File: src/rtl/pellet_pkg.sv
// Purpose : shared constants, tile codes, FSM state type and score helper
//           for the pellet controller.
// Latency : n/a (package only).
// Backpressure : n/a.
package pellet_pkg;

  localparam int TILE_W  = 9;
  localparam int ADDR_W  = 10;
  localparam int SCORE_W = 16;

  localparam logic [TILE_W-1:0] EMPTY_CODE  = 9'h000;
  localparam logic [TILE_W-1:0] PELLET_CODE = 9'h063;
  localparam logic [TILE_W-1:0] POWER_CODE  = 9'h062;

  localparam int PELLET_PTS = 10;
  localparam int POWER_PTS  = 50;

  localparam int DEF_PELLET_TOTAL = 244;
  localparam int DEF_POWER_FRAMES = 360;
  localparam int DEF_WARN_FRAMES  = 120;

  typedef enum logic [1:0] {
    ST_IDLE = 2'd0,
    ST_RD   = 2'd1,
    ST_CHK  = 2'd2,
    ST_WR   = 2'd3
  } state_e;

  // Score add with one guard bit; a carry out clamps to all-ones.
  function automatic logic [SCORE_W-1:0] sat_add(input logic [SCORE_W-1:0] a,
                                                 input logic [SCORE_W-1:0] b);
    logic [SCORE_W:0] s;
    s = {1'b0, a} + {1'b0, b};
    return s[SCORE_W] ? {SCORE_W{1'b1}} : s[SCORE_W-1:0];
  endfunction

  function automatic logic is_edible(input logic [TILE_W-1:0] code);
    return (code == PELLET_CODE) || (code == POWER_CODE);
  endfunction

endpackage

File: src/rtl/power_timer.sv
// Purpose : frightened-mode frame counter; load, decrement on tick, clear.
// Latency : load/tick visible on active_o/warn_o the cycle after.
// Backpressure : none; clear beats load, load beats tick.
// Ports   : clk_i, rst_n_i (sync, active-low), clear_i, load_i, tick_i,
//           active_o (count != 0), warn_o (active and count <= WARN).
module power_timer #(
  parameter int FRAMES = 360,
  parameter int WARN   = 120
) (
  input  logic clk_i,
  input  logic rst_n_i,
  input  logic clear_i,
  input  logic load_i,
  input  logic tick_i,
  output logic active_o,
  output logic warn_o
);

  localparam int CNT_W = $clog2(FRAMES + 1);

  logic [CNT_W-1:0] cnt_q, cnt_d;

  always_comb begin
    cnt_d = cnt_q;
    if (clear_i) begin
      cnt_d = '0;
    end else if (load_i) begin
      // A re-hit restarts the full duration rather than extending it.
      cnt_d = CNT_W'(FRAMES);
    end else if (tick_i && (cnt_q != '0)) begin
      cnt_d = cnt_q - CNT_W'(1);
    end
  end

  always_ff @(posedge clk_i) begin
    if (!rst_n_i) begin
      cnt_q <= '0;
    end else begin
      cnt_q <= cnt_d;
    end
  end

  assign active_o = (cnt_q != '0);
  assign warn_o   = active_o && (cnt_q <= CNT_W'(WARN));

endmodule

File: src/rtl/pellet_controller.sv
// Purpose : read-modify-write of maze tiles on tile entry; clears eaten
//           pellets, keeps score, pellets-left, level-clear and power timer.
// Latency : tile_valid at N -> ram_we at N+3; busy N+1..N+3.
// Backpressure : none upstream; requests arriving while busy go to a
//           1-entry holding slot, newest request overwrites the slot.
// Ports   : Clk/Reset_n; tile_valid/tile_addr request; frame_tick,
//           level_reset; BRAM port A (ram_addr, ram_rd_data, ram_we,
//           ram_wr_data); status busy, score, pellet_eaten, power_start,
//           power_active, power_warn, pellets_left, level_clear.
module pellet_controller
  import pellet_pkg::*;
#(
  parameter int PELLET_TOTAL = DEF_PELLET_TOTAL,
  parameter int POWER_FRAMES = DEF_POWER_FRAMES,
  parameter int WARN_FRAMES  = DEF_WARN_FRAMES
) (
  input  logic                              Clk,
  input  logic                              Reset_n,
  input  logic                              tile_valid,
  input  logic [ADDR_W-1:0]                 tile_addr,
  input  logic                              frame_tick,
  input  logic                              level_reset,
  output logic [ADDR_W-1:0]                 ram_addr,
  input  logic [TILE_W-1:0]                 ram_rd_data,
  output logic                              ram_we,
  output logic [TILE_W-1:0]                 ram_wr_data,
  output logic                              busy,
  output logic [SCORE_W-1:0]                score,
  output logic                              pellet_eaten,
  output logic                              power_start,
  output logic                              power_active,
  output logic                              power_warn,
  output logic [$clog2(PELLET_TOTAL+1)-1:0] pellets_left,
  output logic                              level_clear
);

  localparam int LEFT_W = $clog2(PELLET_TOTAL + 1);

  state_e              state_q, state_d;
  logic [ADDR_W-1:0]   addr_q, addr_d;
  logic                slot_vld_q, slot_vld_d;
  logic [ADDR_W-1:0]   slot_addr_q, slot_addr_d;
  logic                is_power_q, is_power_d;
  logic [SCORE_W-1:0]  score_q, score_d;
  logic [LEFT_W-1:0]   left_q, left_d;
  logic                clear_q, clear_d;
  logic                wr_go;

  // State register
  always_ff @(posedge Clk) begin
    if (!Reset_n) begin
      state_q <= ST_IDLE;
    end else begin
      state_q <= state_d;
    end
  end

  // Next-state logic
  always_comb begin
    state_d = state_q;
    case (state_q)
      ST_IDLE: if (slot_vld_q || tile_valid) state_d = ST_RD;
      ST_RD:   state_d = ST_CHK;
      ST_CHK:  state_d = is_edible(ram_rd_data) ? ST_WR : ST_IDLE;
      ST_WR:   state_d = ST_IDLE;
      default: state_d = ST_IDLE;
    endcase
    if (level_reset) state_d = ST_IDLE;
  end

  // Output logic. The write and its pulses are gated by reset and
  // level_reset so an aborted WR cycle never reaches the RAM.
  always_comb begin
    wr_go        = (state_q == ST_WR) && Reset_n && !level_reset;
    ram_we       = wr_go;
    pellet_eaten = wr_go && !is_power_q;
    power_start  = wr_go && is_power_q;
    busy         = (state_q != ST_IDLE);
  end

  // Request address and holding slot. A pending slot is always served
  // before a fresh request; the fresh one then takes the slot.
  always_comb begin
    addr_d      = addr_q;
    slot_vld_d  = slot_vld_q;
    slot_addr_d = slot_addr_q;
    if (state_q == ST_IDLE) begin
      if (slot_vld_q) begin
        addr_d     = slot_addr_q;
        slot_vld_d = tile_valid;
        if (tile_valid) slot_addr_d = tile_addr;
      end else if (tile_valid) begin
        addr_d = tile_addr;
      end
    end else if (tile_valid) begin
      slot_vld_d  = 1'b1;
      slot_addr_d = tile_addr;
    end
    if (level_reset) slot_vld_d = 1'b0;
  end

  assign is_power_d = (state_q == ST_CHK) ? (ram_rd_data == POWER_CODE) : is_power_q;

  // Score and pellet bookkeeping
  always_comb begin
    score_d = score_q;
    left_d  = left_q;
    clear_d = clear_q;
    if (level_reset) begin
      left_d  = LEFT_W'(PELLET_TOTAL);
      clear_d = 1'b0;
    end else if (wr_go) begin
      score_d = sat_add(score_q, is_power_q ? SCORE_W'(POWER_PTS) : SCORE_W'(PELLET_PTS));
      // Held at zero so a maze with extra pellets cannot wrap the count.
      if (left_q != '0) begin
        left_d = left_q - LEFT_W'(1);
        if (left_q == LEFT_W'(1)) clear_d = 1'b1;
      end
    end
  end

  always_ff @(posedge Clk) begin
    if (!Reset_n) begin
      addr_q      <= '0;
      slot_vld_q  <= 1'b0;
      slot_addr_q <= '0;
      is_power_q  <= 1'b0;
      score_q     <= '0;
      left_q      <= LEFT_W'(PELLET_TOTAL);
      clear_q     <= 1'b0;
    end else begin
      addr_q      <= addr_d;
      slot_vld_q  <= slot_vld_d;
      slot_addr_q <= slot_addr_d;
      is_power_q  <= is_power_d;
      score_q     <= score_d;
      left_q      <= left_d;
      clear_q     <= clear_d;
    end
  end

  power_timer #(
    .FRAMES (POWER_FRAMES),
    .WARN   (WARN_FRAMES)
  ) u_power_timer (
    .clk_i    (Clk),
    .rst_n_i  (Reset_n),
    .clear_i  (level_reset),
    .load_i   (power_start),
    .tick_i   (frame_tick),
    .active_o (power_active),
    .warn_o   (power_warn)
  );

  assign ram_addr     = addr_q;
  assign ram_wr_data  = EMPTY_CODE;
  assign score        = score_q;
  assign pellets_left = left_q;
  assign level_clear  = clear_q;

endmodule
File: config.mk
export PLATFORM = sky130hd
export DESIGN_NAME = pellet_controller
export DESIGN_NICKNAME = d
export VERILOG_FILES = /design/src/rtl/pellet_pkg.sv /design/src/rtl/power_timer.sv /design/src/rtl/pellet_controller.sv
export SDC_FILE = /design/constraint.sdc
export NUM_CORES = 1
export LEC_CHECK = 0
export CORE_MARGIN = 3
export CORE_UTILIZATION = 40
export DETAILED_ROUTE_END_ITERATION = 8
export PLACE_DENSITY_LB_ADDON = 0.1
export SETUP_SLACK_MARGIN = 0.15
export SYNTH_ARGS = -nofsm -noshare
export SYNTH_HDL_FRONTEND = slang
export SYNTH_SLANG_ARGS = --single-unit
File: constraint.sdc
create_clock -name Clk -period 2.8 [get_ports Clk]
set_clock_uncertainty 0.1 [all_clocks]
set_input_delay 0.42 -clock Clk [delete_from_list [all_inputs] [get_ports Clk]]
set_output_delay 0.42 -clock Clk [all_outputs]
set_load 0.005 [all_outputs]
==> impl_metrics.json <==
{
  "status": "completed",
  "drcViolationCount": 0,
  "via_count": 2314,
  "synth.most_common_cell": "dfxtp_1",
  "utilization": 0.560,
  "syn2layout_area_growth_pct": 33.1,
  "clockPowerShare": 0.431,
  "cap_violations": 0,
  "setup_tns_ps": 0,
  "row_count": 29,
  "period_share": 0.889,
  "insertion_delay_ps": 330,
  "p_seq_frac": 0.488,
  "fin_crit_ps": 2490,
  "maxSlewHeadroom": 0.635,
  "root_buffer": "clkbuf_8",
  "min_path_cells": 2,
  "grt_pass1_wl_mm": 9.93,
  "synth_edf_count": 0,
  "synth_top_cell_by_area": "dfxtp_1",
  "syn_area_per_cell_um2": 8.93,
  "cts_sinks": 58,
  "hold_path_end": "score[0]",
  "first_pass_iters": 6,
  "critPathKind": "flop to output pin",
  "synthFlopType": "dfxtp_1",
  "ys.warnings.count": 0,
  "met3_usage": 0.0438,
  "cts_made_buffers": 9,
  "arrival_ps": 1970,
  "wirelength_mm": 5.95,
  "start_util": 0.421,
  "grt-busiest-layer": "met2",
  "fp.dieW_um": 88.6,
  "place.gp.congestion": 0.759,
  "dp_hpwl_mm": 4.33,
  "synth_cells": 306,
  "yosysSeqAreaShare": 0.425,
  "synth_top_area_frac": 0.425,
  "p_switching_mw": 0.384,
  "antenna_cells": 0,
  "cts_setup_buffers": 0,
  "ir_drop_uv": 293,
  "whs_ps": 352,
  "ctsLongestPathBuffers": 2,
  "p_comb_frac": 0.081,
  "dieArea_um2": 7860,
  "hold_buffers": 0,
  "grt_pass1_vias": 2150,
  "p_leak_nw": 1.43,
  "dieHeight_um": 88.6,
  "slew_viol_final": 0,
  "fmax_mhz": 402,
  "ant_nets": 0,
  "grt_start_max_net_pins": 32,
  "start_kind": "flop",
  "yosysUniqueCellTypes": 47,
  "synth_area_um2": 2730,
  "reg2reg_depth": 7,
  "h-tree-depth": 3,
  "grt_overflow": 0,
  "p_per_area_nw_per_um2": 481,
  "worstMarginPinSlew_ps": 547,
  "hold_viol": 0,
  "cts_tree": "done",
  "r2r_end": "score[0]",
  "use_met2": 0.245,
  "setup_viol": 0,
  "hp-class": "flop to flop",
  "rr_startpoint": "is_power_q",
  "ys_seq_elements": 58,
  "drt_iter0_drc": 88,
  "hold_start": "score[0]",
  "grtUsageTotal": 0.163,
  "port_buffers": 64,
  "required_ps": 2280,
  "path_clk_slew_ps": 60,
  "layout-drive-gt1-share": 0.0763,
  "use_met1": 0.213,
  "layout.nets": 407,
  "ys_async_sr_fraction": 0,
  "internal_power_mw": 1.37,
  "io_pins": 74,
  "rsz0062_at_grt": "no",
  "core_area_um2": 6490,
  "antenna_found_initial": 0,
  "post_cts_resized": 0,
  "wl_per_cell_um": 13.0,
  "switching_share": 0.219,
  "ff2ff_setup_slack_ps": 600,
  "viasPerCell": 5.06,
  "crit_path_max_fanout": 5,
  "endpoint_kind": "output pin",
  "synth_area_leaders": "dfxtp_1 (43%), mux2i_1 (7.7%), nor2_1 (6.6%), xnor2_1 (4.8%), a21oi_1 (4.4%)",
  "synth_common_cells": "dfxtp_1 (58), nor2_1 (48), a21oi_1 (24)"
}
==> metal layers <==
| layer | vias up | routed length [um] | share of wire |
|---|---|---|---|
| li1 | 1204 | - | - |
| met1 | 1045 | 2880 | 0.48 |
| met2 | 57 | 2650 | 0.45 |
| met3 | 8 | 313 | 0.053 |
| met4 | 0 | 108 | 0.018 |
| met5 | - | 0 | 0 |
==> power by group through the flow <==
stage	logic (mW)	registers, mW	clock network (mW)
6_report	0.141	0.855	0.754
3_3_place_gp	0.142	0.873	0
5_1_grt	0.157	0.857	0.820
4_1_cts	0.143	0.855	0.779
3_5_place_dp	0.143	0.873	0
2_1_floorplan	0.0744	0.872	0
==> registers in the layout, summed over array words and instances (netlist names) <==
name,flops
score,16
ram_addr,10
slot_addr_q,10
u_power_timer.cnt_q,9
pellets_left,8
state_q,2
is_power_q,1
level_clear,1
slot_vld_q,1
==> worst max path at each step <==
stage               depth (start not counted)                    from  slack (ps)            to
global placement                            6                 Reset_n         340   power_start
finish                                      3  u_power_timer.cnt_q[4]         310  power_active
floorplan                                   7              is_power_q         830     score[11]
detailed placement                          6                 Reset_n         330   power_start
global route                                3  u_power_timer.cnt_q[4]         230  power_active
CTS                                         3  u_power_timer.cnt_q[4]         290  power_active
==> stage by stage <==
step / setup WS (ps) / std cells / total power [mW] / instance area [um^2]
6_report: 311 / 457 / 1.75 / 3630
5_1_grt: 231 / 457 / 1.83 / 3630
3_5_place_dp: 328 / 441 / 1.02 / 3430
4_1_cts: 294 / 457 / 1.78 / 3630
3_3_place_gp: 341 / 441 / 1.01 / 3430
2_1_floorplan: 831 / 314 / 0.947 / 2760
==> final cells by class <==
class | count | area [um^2]
clock buffer | 15 | 196
clock inverter | 1 | 5.00
fill | 598 | 2860
inverter | 13 | 48.8
multi-input combinational | 222 | 1430
sequential | 58 | 1160
tap | 77 | 96.3
timing repair buffer | 71 | 693
==> cell usage in the layout, fill, tap and decap left out, types with 2 or more instances in the layout <==
cell type / n
clkdlybuf4s50_1: 64
dfxtp_1: 58
nor2_1: 48
a21oi_1: 24
mux2i_1: 21
xnor2_1: 15
a211oi_1: 14
clkbuf_8: 14
inv_1: 13
nand2_1: 11
o21ai_0: 11
nor3_1: 9
conb_1: 9
ha_1: 8
buf_4: 7
nand3b_1: 5
a31oi_1: 5
nand2b_1: 4
nand3_1: 4
xor2_1: 3
nand4_1: 2
nor4_1: 2
nor4b_1: 2
or3_1: 2
nor3b_1: 2
==> cells by family (layout without fill, tap and decap cells) <==
kind of cell,count (synthesis),count (layout),share of synthesized area
other,1,9,0.00137
muxes,21,21,0.0770
AOI/OAI and AO/OA,65,65,0.151
and+or+nand+nor,101,101,0.191
buffers and inverters,34,100,0.0609
xor gates and xnor gates,18,18,0.0577
adders and majority gates,8,8,0.0366
DFF,58,58,0.425
==> worst max-delay path: stages (launching register included) <==
cell	delay, ps
dfxtp_1	350
or4_4	590
nand3b_1	230
clkdlybuf4s50_1	470
Power figures use the tool's default switching activity.
